**config.mk**
```make
export PLATFORM = sky130hd
export DESIGN_NAME = hazard_scoreboard_unit
export DESIGN_NICKNAME = d
export VERILOG_FILES = /design/src/rtl/hazard_scoreboard_unit.sv
export SDC_FILE = /design/constraint.sdc
export NUM_CORES = 1
export LEC_CHECK = 0
export CAP_MARGIN = 20
export CORE_MARGIN = 2
export CORE_UTILIZATION = 42
export DETAILED_ROUTE_END_ITERATION = 10
export MAX_ROUTING_LAYER = met4
export PLACE_DENSITY_LB_ADDON = 0.1
export SYNTH_ARGS = -nofsm -noshare
export SYNTH_HDL_FRONTEND = slang
export SYNTH_SLANG_ARGS = --single-unit
```
**constraint.sdc**
```tcl
create_clock -name clk -period 6.5 [get_ports clk]
set_input_delay 1.3 -clock clk [delete_from_list [all_inputs] [get_ports clk]]
set_output_delay 1.3 -clock clk [all_outputs]
set_load 0.01 [all_outputs]
```
**src/rtl/hazard_scoreboard_unit.sv**
```systemverilog
// hazard_scoreboard_unit: forwarding, stall control, MD pending-write scoreboard and stall counter
module hazard_scoreboard_unit #(
    parameter int RA_W   = 5,
    parameter int MD_LAT = 4,
    parameter int CNT_W  = 16
) (
    input  logic             clk,
    input  logic             rst_n,
    input  logic [RA_W-1:0]  RsD,
    input  logic [RA_W-1:0]  RtD,
    input  logic             RegWriteD,
    input  logic [RA_W-1:0]  WriteRegD,
    input  logic             BranchD,
    input  logic             JumpD,
    input  logic             MdOpD,
    input  logic [RA_W-1:0]  RsE,
    input  logic [RA_W-1:0]  RtE,
    input  logic [RA_W-1:0]  WriteRegE,
    input  logic             RegWriteE,
    input  logic             MemtoRegE,
    input  logic             MdStartE,
    input  logic [RA_W-1:0]  WriteRegM,
    input  logic [RA_W-1:0]  WriteRegW,
    input  logic             RegWriteM,
    input  logic             MemtoRegM,
    input  logic             RegWriteW,
    output logic [1:0]       ForwardAE,
    output logic [1:0]       ForwardBE,
    output logic             ForwardAD,
    output logic             ForwardBD,
    output logic             StallF,
    output logic             StallD,
    output logic             FlushE,
    output logic             MdBusy,
    output logic             MdDone,
    output logic [RA_W-1:0]  MdDest,
    output logic [CNT_W-1:0] StallCount
);
    localparam int NR = 2**RA_W;

    logic [3:0]    mdcnt;
    logic [NR-1:0] sb, sb_next;
    logic          lwstall, branchstall, mdstall, stall, accept;
    logic          raw_a, raw_b, unused_jump;

    assign unused_jump = JumpD;

    // E- and D-stage forwarding selects; M beats W, register 0 never forwards
    always_comb begin
        ForwardAE = (RsE != '0 && RegWriteM && RsE == WriteRegM) ? 2'b10 :
                    (RsE != '0 && RegWriteW && RsE == WriteRegW) ? 2'b01 : 2'b00;
        ForwardBE = (RtE != '0 && RegWriteM && RtE == WriteRegM) ? 2'b10 :
                    (RtE != '0 && RegWriteW && RtE == WriteRegW) ? 2'b01 : 2'b00;
        ForwardAD = RsD != '0 && RegWriteM && RsD == WriteRegM;
        ForwardBD = RtD != '0 && RegWriteM && RtD == WriteRegM;
    end

    // Stall sources; a RAW on an MD result is released in the cycle it is written
    always_comb begin
        MdBusy      = mdcnt != 4'd0;
        MdDone      = mdcnt == 4'd1;
        lwstall     = MemtoRegE && RtE != '0 && (RsD == RtE || RtD == RtE);
        branchstall = BranchD &&
                      ((RegWriteE && WriteRegE != '0 && (WriteRegE == RsD || WriteRegE == RtD)) ||
                       (MemtoRegM && WriteRegM != '0 && (WriteRegM == RsD || WriteRegM == RtD)));
        raw_a       = sb[RsD] && !(MdDone && RsD == MdDest);
        raw_b       = sb[RtD] && !(MdDone && RtD == MdDest);
        mdstall     = raw_a || raw_b || (MdOpD && mdcnt > 4'd1) ||
                      (RegWriteD && sb[WriteRegD] && !MdDone) ||
                      (MdStartE && RegWriteE && WriteRegE != '0 && (WriteRegE == RsD || WriteRegE == RtD));
        stall       = lwstall || branchstall || mdstall;
        StallF      = stall;
        StallD      = stall;
        FlushE      = stall;
        accept      = MdStartE && mdcnt <= 4'd1 && !stall;
    end

    // Scoreboard next state: completion clears, accepted launch sets (set wins)
    always_comb begin
        sb_next = sb;
        if (MdDone) sb_next[MdDest] = 1'b0;
        if (accept && WriteRegE != '0) sb_next[WriteRegE] = 1'b1;
        sb_next[0] = 1'b0;
    end

    // MD latency counter, destination, scoreboard and saturating stall counter
    always_ff @(posedge clk or negedge rst_n) begin
        if (!rst_n) begin
            mdcnt      <= '0;
            sb         <= '0;
            MdDest     <= '0;
            StallCount <= '0;
        end else begin
            mdcnt      <= accept ? 4'(MD_LAT) : (mdcnt != 4'd0 ? mdcnt - 4'd1 : 4'd0);
            sb         <= sb_next;
            if (accept) MdDest <= WriteRegE;
            if (stall && !(&StallCount)) StallCount <= StallCount + 1'b1;
        end
    end
endmodule

```
After elaboration in Yosys (flattened, before gate mapping)

Index checks and enable logic that the tools add are counted.

Add/subtract/negate cells: 2
Multipliers: 0
Divide/modulo/power cells: 0
Magnitude comparators: 9
Equal/unequal tests: 15
Shift-type cells: 0
Mux-type cells: 18
Bitwise gates (word level): 3
Reduce and logical (&&, ||, !) cells: 58

Operators with widths:

| operator                                             | number |
|---|---|
| equality test 5 bit                                  | 14 |
| 2-to-1 mux 32 bit                                    | 2 |
| logical AND 1 bit                                    | 35 |
| bitwise AND 32 bit                                   | 1 |
| NOT 32 bit                                           | 1 |
| OR 32 bit                                            | 1 |
| < comparator 5 x 6 -> 1 bit (second input constant)  | 5 |
| nonzero test 5 bit                                   | 6 |
| adder 16 x 1 -> 16 bit (second input constant)       | 1 |
| AND reduction 16 bit                                 | 1 |
| binary-select mux 1 bit (select 5 bit)               | 3 |
| demux 1 bit (select 5 bit)                           | 2 |
| >= comparator 5 x 1 -> 1 bit (second input constant) | 2 |
| logical OR 1 bit                                     | 10 |
| 2-to-1 mux 4 bit                                     | 2 |
| 2-to-1 mux 1 bit                                     | 7 |
| zero test 1 bit                                      | 5 |
| equality test 4 x 1 -> 1 bit (second input constant) | 1 |
| > comparator 4 x 1 -> 1 bit (second input constant)  | 1 |
| <= comparator 4 x 1 -> 1 bit (second input constant) | 1 |
| 2-to-1 mux 2 bit                                     | 2 |
| nonzero test 4 bit                                   | 1 |
| subtractor 4 x 1 -> 4 bit (second input constant)    | 1 |

Register bits after elaboration: 56
Bits in latches: 0
RAM bits: 0
Memory bits (read-only): 0
Bits of input ports: 52
Output and inout bits: 32
Logic and storage cells: 109
Memories kept: 0

Longest topological paths before layout

Gate-level depths: netlist of run 1.

Word-level depth: 13
Depth in mapped cells: 12

Worst setup path before layout of run 1

OpenSTA, ideal clock, no wires.

Path kind: input to output
From: in RtD[0]
To: out StallD
Data arrival time: 3.483 ns
Required time: 5.200 ns
Slack: 1.717 ns
Stages: 11
Buffers on the path: 5
Cell sequence: buf_2 -> buf_4 -> mux4_2 -> o22ai_1 -> nor3_1 -> a21oi_1 -> nor2_1 -> or4_4 -> buf_6 -> clkbuf_1 -> buf_4

Longest elaborated chain between the ends: 9

RTL lines:

| item                                                                                           | RTL line | RTL |
|---|---|---|
| start: declaration                                                                             | 10       | `input logic [RA_W-1:0] RtD,` |
| parallel branches: the longest is 8 deep, another holds binary-select mux 1 bit (select 5 bit) | -        |  |
| logical OR 1 bit *                                                                             | 71       | `stall = lwstall \|\| branchstall \|\| mdstall;` |
| end: declaration                                                                               | 32       | `output logic StallD,` |

Mark *: on every way between the ends. The select of a mux whose other input is x is not followed.

Final worst setup path of run 1

From: in RsD[0]
To: out StallF

Longest elaborated chain between the ends: 9

RTL lines:

| item                                                                                           | RTL line | RTL |
|---|---|---|
| start: declaration                                                                             | 9        | `input logic [RA_W-1:0] RsD,` |
| parallel branches: the longest is 8 deep, another holds binary-select mux 1 bit (select 5 bit) | -        |  |
| logical OR 1 bit *                                                                             | 71       |  |
| end: declaration                                                                               | 31       | `output logic StallF,` |

Marks and branches as above.

==> results.json, run 1 <==
{
  "status": "finished, final reports clean",
  "critPathRequiredTime_ns": 5.20,
  "area_growth_pct": 22.2,
  "synth-seq-area-share": 0.333,
  "path_max_fanout": 24,
  "antenna_found_initial": 0,
  "overflow": 0,
  "start_kind": "primary input",
  "drv_cap": 0,
  "finalPower_mw": 0.955,
  "dpl_worst_slack_ns": 0.713,
  "skew_ns": 0.0194,
  "power.leakage_nw": 1.76,
  "nets": 550,
  "tns_ns": 0,
  "num_rows": 36,
  "track_usage": 0.233,
  "finalSetupViolations": 0,
  "ys_warn_count": 0,
  "post-route-drc-count": 0,
  "hold_viol": 0,
  "ir_drop_uv": 261,
  "cp-end-kind": "output pin",
  "mostFrequentLayoutCell": "clkdlybuf4s50_1",
  "fin_crit_ns": 5.79,
  "layout_worst_path_cycle_share": 0.891,
  "dieArea_sq_um": 10800,
  "synth_seq_cells": 56,
  "timing.final.ws_setup_ns": 0.705,
  "core_sq_um": 9730,
  "cts_buffers": 5,
  "route.detailed.wl_per_inst_um": 19.4,
  "synthTopCellsByArea": "dfrtp_1 33%, xnor2_1 11%, mux4_2 8.0%",
  "place_congestion": 0.922,
  "tightest_slew_ns": 0.737,
  "cts_resized": 0,
  "worstHoldPathType": "reg -> reg",
  "clock_latency_ns": 0.32,
  "slew_headroom": 0.507,
  "diodes": 0,
  "clock_sinks": 56,
  "vias": 3739,
  "wl_mm": 12.3,
  "initial_core_util": 0.432,
  "synth_top_cell_by_area": "dfrtp_1",
  "grt_pass1_vias": 3676,
  "synth_ff_type": "dfrtp_1",
  "htree_num_levels": 2,
  "drt_iter0_drc": 298,
  "synth.top_cell.area_share": 0.333,
  "syn_inst": 446,
  "ctsRootBufferMaster": "clkbuf_8",
  "drive_above_1_share": 0.100,
  "clockBufferDepth": 2,
  "first_pass_iters": 5,
  "power-per-cell-area_nw_per_um2": 186,
  "ios": 84,
  "grt_pass1_wl_mm": 19.8,
  "syn_nets": 499,
  "viasPerCell": 5.93,
  "ant_nets": 0,
  "die_w_um": 104,
  "portBuffers": 82,
  "fin_cells": 631,
  "clk_pin_slew_worst_paths_ns": 0.10,
  "mappedNetlistArea_sq_um": 4210,
  "fillCellCount": 921,
  "synth_edf_count": 0,
  "die_h_um": 104,
  "syn_area_per_cell_sq_um": 9.43,
  "cts_hold_buf": 0,
  "yosys.cell_types.count": 52,
  "async_reset_ff_frac": 1.00,
  "final_cell_mix": "81 x clkdlybuf4s50_1, 56 x dfrtp_1, 55 x xnor2_1, 43 x o21ai_0, 23 x nand3_1",
  "dp_hpwl_mm": 8.87,
  "postCtsSetupRepairBufs": 0,
  "grt_max_degree": 57,
  "critPathKind": "in -> out",
  "dp_cells": 623,
  "cts_tree": "built",
  "rsz0062_at_grt": "false",
  "arrival_ns": 4.49,
  "fmax_mhz": 173,
  "slew_viol_final": 0
}
## metrics by stage
stage          area (sq um)  hold WS (ns)  utilization
3_5_place_dp           5020         0.487        0.516
2_1_floorplan          4210         0.484            -
3_3_place_gp           5020         0.487        0.516
6_report               5140         0.503        0.528
5_1_grt                5140         0.520        0.528
4_1_cts                5140         0.502        0.528
## state kept, by name (all words and copies together) (netlist names)
register    count
StallCount     16
MdDest          5
sb             31
mdcnt           4
## final cells by class
type                       count  area (sq um)  area share
sequential                    56          1400       0.273
tap                          133           166      0.0324
inverter                       7          26.3     0.00511
clock buffer                   5          68.8      0.0134
clock inverter                 3          47.5     0.00925
timing repair buffer          88           861       0.167
multi-input combinational    339          2570       0.500
## cells in the mapped netlist, types with 2 or more instances
cell type	number
inv_1	7
buf_4	5
xnor2_1	55
o21ai_0	43
o311a_1	3
nor3_1	14
xor2_1	20
buf_6	2
o21ai_1	16
nand4_1	13
buf_2	7
a21oi_1	3
nor4_1	5
o21ai_2	7
o2111ai_1	2
nor2b_1	6
o22ai_1	3
mux2_2	7
mux4_2	15
nand2_1	16
nor2_1	17
and3_1	8
nand3_1	23
nor3b_1	2
mux2i_1	11
or3b_2	3
clkbuf_1	28
or4_1	5
dfrtp_1	56
or3_1	5
a2111oi_0	5
or4_4	2
a22oi_1	2
nand3b_1	12
## worst max-delay path: stages
cell and delay, ns:
clkdlybuf4s50_1 0.88, mux4_2 0.58, mux2i_1 0.24, a31oi_1 0.12, o211a_1 0.13, or4_4 0.69
clkdlybuf4s50_1 0.54
## metal layers
layer	share of wire	GRT usage	routed length (um)	vias to the layer above
li1	-	-	-	1726
met1	0.45	0.329	5490	1838
met2	0.46	0.353	5590	161
met3	0.085	0.0414	1040	14
met4	0.011	0.0473	140	0
met5	0	-	0	-
## final timing paths
| kind | endpoint | cells past startpoint | from | slack (ns) |
|---|---|---|---|---|
| max in group asynchronous | mdcnt[0] | 2 | rst_n | 4.91 |
| min in group asynchronous | sb[10] | 2 | rst_n | 1.10 |
| max | StallF | 7 | RsD[0] | 0.71 |
| max reg2reg | sb[1] | 10 | mdcnt[2] | 3.16 |
| min | StallCount[13] | 1 | StallCount[13] | 0.50 |
| min reg2reg | StallCount[13] | 1 | StallCount[13] | 0.50 |
## power breakdown
group	internal [mW]	switching [mW]	leakage (nW)
logic	0.161	0.126	1.10
clock network	0.116	0.117	0.0583
registers	0.380	0.0546	0.604
total	0.657	0.298	1.76
## cells by family after synthesis
logic type,count (synthesis),share of synthesized area
compound gates,92,0.135
xor+xnor,75,0.156
fa+ha+maj,1,0.00297
buf+inv,51,0.0565
flops,56,0.333
mux,35,0.134
simple gates,136,0.183
No activity file was read; power rests on OpenSTA's default activity.
==> run 2, diff against run 1 <==
==> constraint.sdc (replaced) <==
create_clock -name clk -period 6.9 [get_ports clk]
set_input_delay 1.38 -clock clk [delete_from_list [all_inputs] [get_ports clk]]
set_output_delay 1.38 -clock clk [all_outputs]
set_load 0.01 [all_outputs]
==> results.json, run 2 (synthesis results as in run 1) <==
{
  "status": "finished, final reports clean",
  "fin_cells": 627,
  "cts_buffers": 5,
  "final_cell_mix": "81 x clkdlybuf4s50_1, 56 x dfrtp_1, 55 x xnor2_1, 43 x o21ai_0, 23 x nand3_1",
  "cts_resized": 0,
  "path_max_fanout": 24,
  "slew_headroom": 0.482,
  "start_kind": "primary input",
  "antenna_found_initial": 0,
  "core_sq_um": 9730,
  "dpl_worst_slack_ns": 0.852,
  "fillCellCount": 935,
  "htree_num_levels": 2,
  "whs_ns": 0.502,
  "place_area_sq_um": 4990,
  "top_register": "sb",
  "ant_nets": 0,
  "cts_tree": "built",
  "mostFrequentLayoutCell": "clkdlybuf4s50_1",
  "vias": 3673,
  "critPathKind": "in -> out",
  "portBuffers": 82,
  "r2r.worst_path.cells": 10,
  "timing.final.ws_setup_ns": 0.902,
  "ctsRootBufferMaster": "clkbuf_8",
  "arrival_ns": 4.62,
  "num_rows": 36,
  "finalPower_mw": 0.858,
  "post-route-drc-count": 0,
  "ir_drop_uv": 167,
  "worstHoldPathType": "reg -> reg",
  "die_h_um": 104,
  "tightest_slew_ns": 0.775,
  "first_pass_iters": 5,
  "power-per-cell-area_nw_per_um2": 169,
  "clockBufferDepth": 2,
  "final_util": 0.523,
  "dp_hpwl_mm": 8.62,
  "dieArea_sq_um": 10800,
  "final_area_sq_um": 5090,
  "largest_reg_flops": 31,
  "cp-end-kind": "output pin",
  "hold_path_depth": 1,
  "postCtsSetupRepairBufs": 0,
  "layout_worst_path_cycle_share": 0.869,
  "tns_ns": 0,
  "finalSetupViolations": 0,
  "cts_hold_buf": 0,
  "slew_viol_final": 0,
  "hp-start": "StallCount[11]",
  "overflow": 0,
  "route.detailed.wl_per_inst_um": 19.0,
  "clock_sinks": 56,
  "drt_iter0_drc": 273,
  "clock_latency_ns": 0.32,
  "ios": 84,
  "hold_viol": 0,
  "initial_core_util": 0.432,
  "track_usage": 0.229,
  "grt_pass1_wl_mm": 19.4,
  "startpoint": "RtD[1]",
  "critPathRequiredTime_ns": 5.52,
  "dp_cells": 619,
  "grt_pass1_vias": 3591,
  "viasPerCell": 5.86,
  "fmax_mhz": 167,
  "fin_crit_ns": 6.00,
  "clk_pin_slew_worst_paths_ns": 0.10,
  "rsz0062_at_grt": "false",
  "nets": 546,
  "drive_above_1_share": 0.0931,
  "wl_mm": 11.9,
  "power.leakage_nw": 1.72,
  "skew_ns": 0.0145,
  "drv_cap": 0,
  "diodes": 0,
  "grt_max_degree": 57,
  "reg_top3": "sb x31, StallCount x16, MdDest x5",
  "die_w_um": 104,
  "area_growth_pct": 20.9,
  "place_congestion": 0.898,
  "r2r-start": "mdcnt[2]"
}
==> run 2: per-layer routing <==
| layer | up-vias | GRT usage | wire, um |
|---|---|---|---|
| met1 | 1783 | 0.330 | 5550 |
| li1 | 1715 | - | - |
| met3 | 10 | 0.0382 | 940 |
| met4 | 0 | 0.0579 | 112 |
| met5 | - | - | 0 |
| met2 | 165 | 0.336 | 5340 |
==> run 2: cell type report <==
type	instances	area [sq um]	area share
clock buffers	5	68.8	0.0135
clock inverters	3	23.8	0.00467
multi-input cells	339	2570	0.505
inverters	7	26.3	0.00517
flip-flops and latches	56	1400	0.276
well taps	133	166	0.0327
repair buffers	84	831	0.163
==> run 2: path summary, 6_finish.rpt <==
check / to / slack [ns]
hold reg to reg: StallCount[11] / 0.50
max in group asynchronous: StallCount[12] / 5.23
min in group asynchronous: sb[28] / 1.19
hold / removal: StallCount[11] / 0.50
setup / recovery: StallF / 0.90
setup reg to reg: sb[10] / 3.58
==> run 2: where the power goes <==
group | internal (mW) | leakage, nW | switching (mW)
combinational | 0.150 | 1.08 | 0.118
sequential | 0.358 | 0.604 | 0.0496
clock | 0.0721 | 0.0404 | 0.110
total | 0.581 | 1.72 | 0.277
==> run 2: worst max-delay path, stage by stage <==
cell and delay, ns:
clkdlybuf4s50_1 0.97, mux4_2 0.58, nor3b_1 0.20, nor3_1 0.09
a21oi_1 0.19, nor2_1 0.07, or4_4 0.57, clkdlybuf4s50_1 0.54
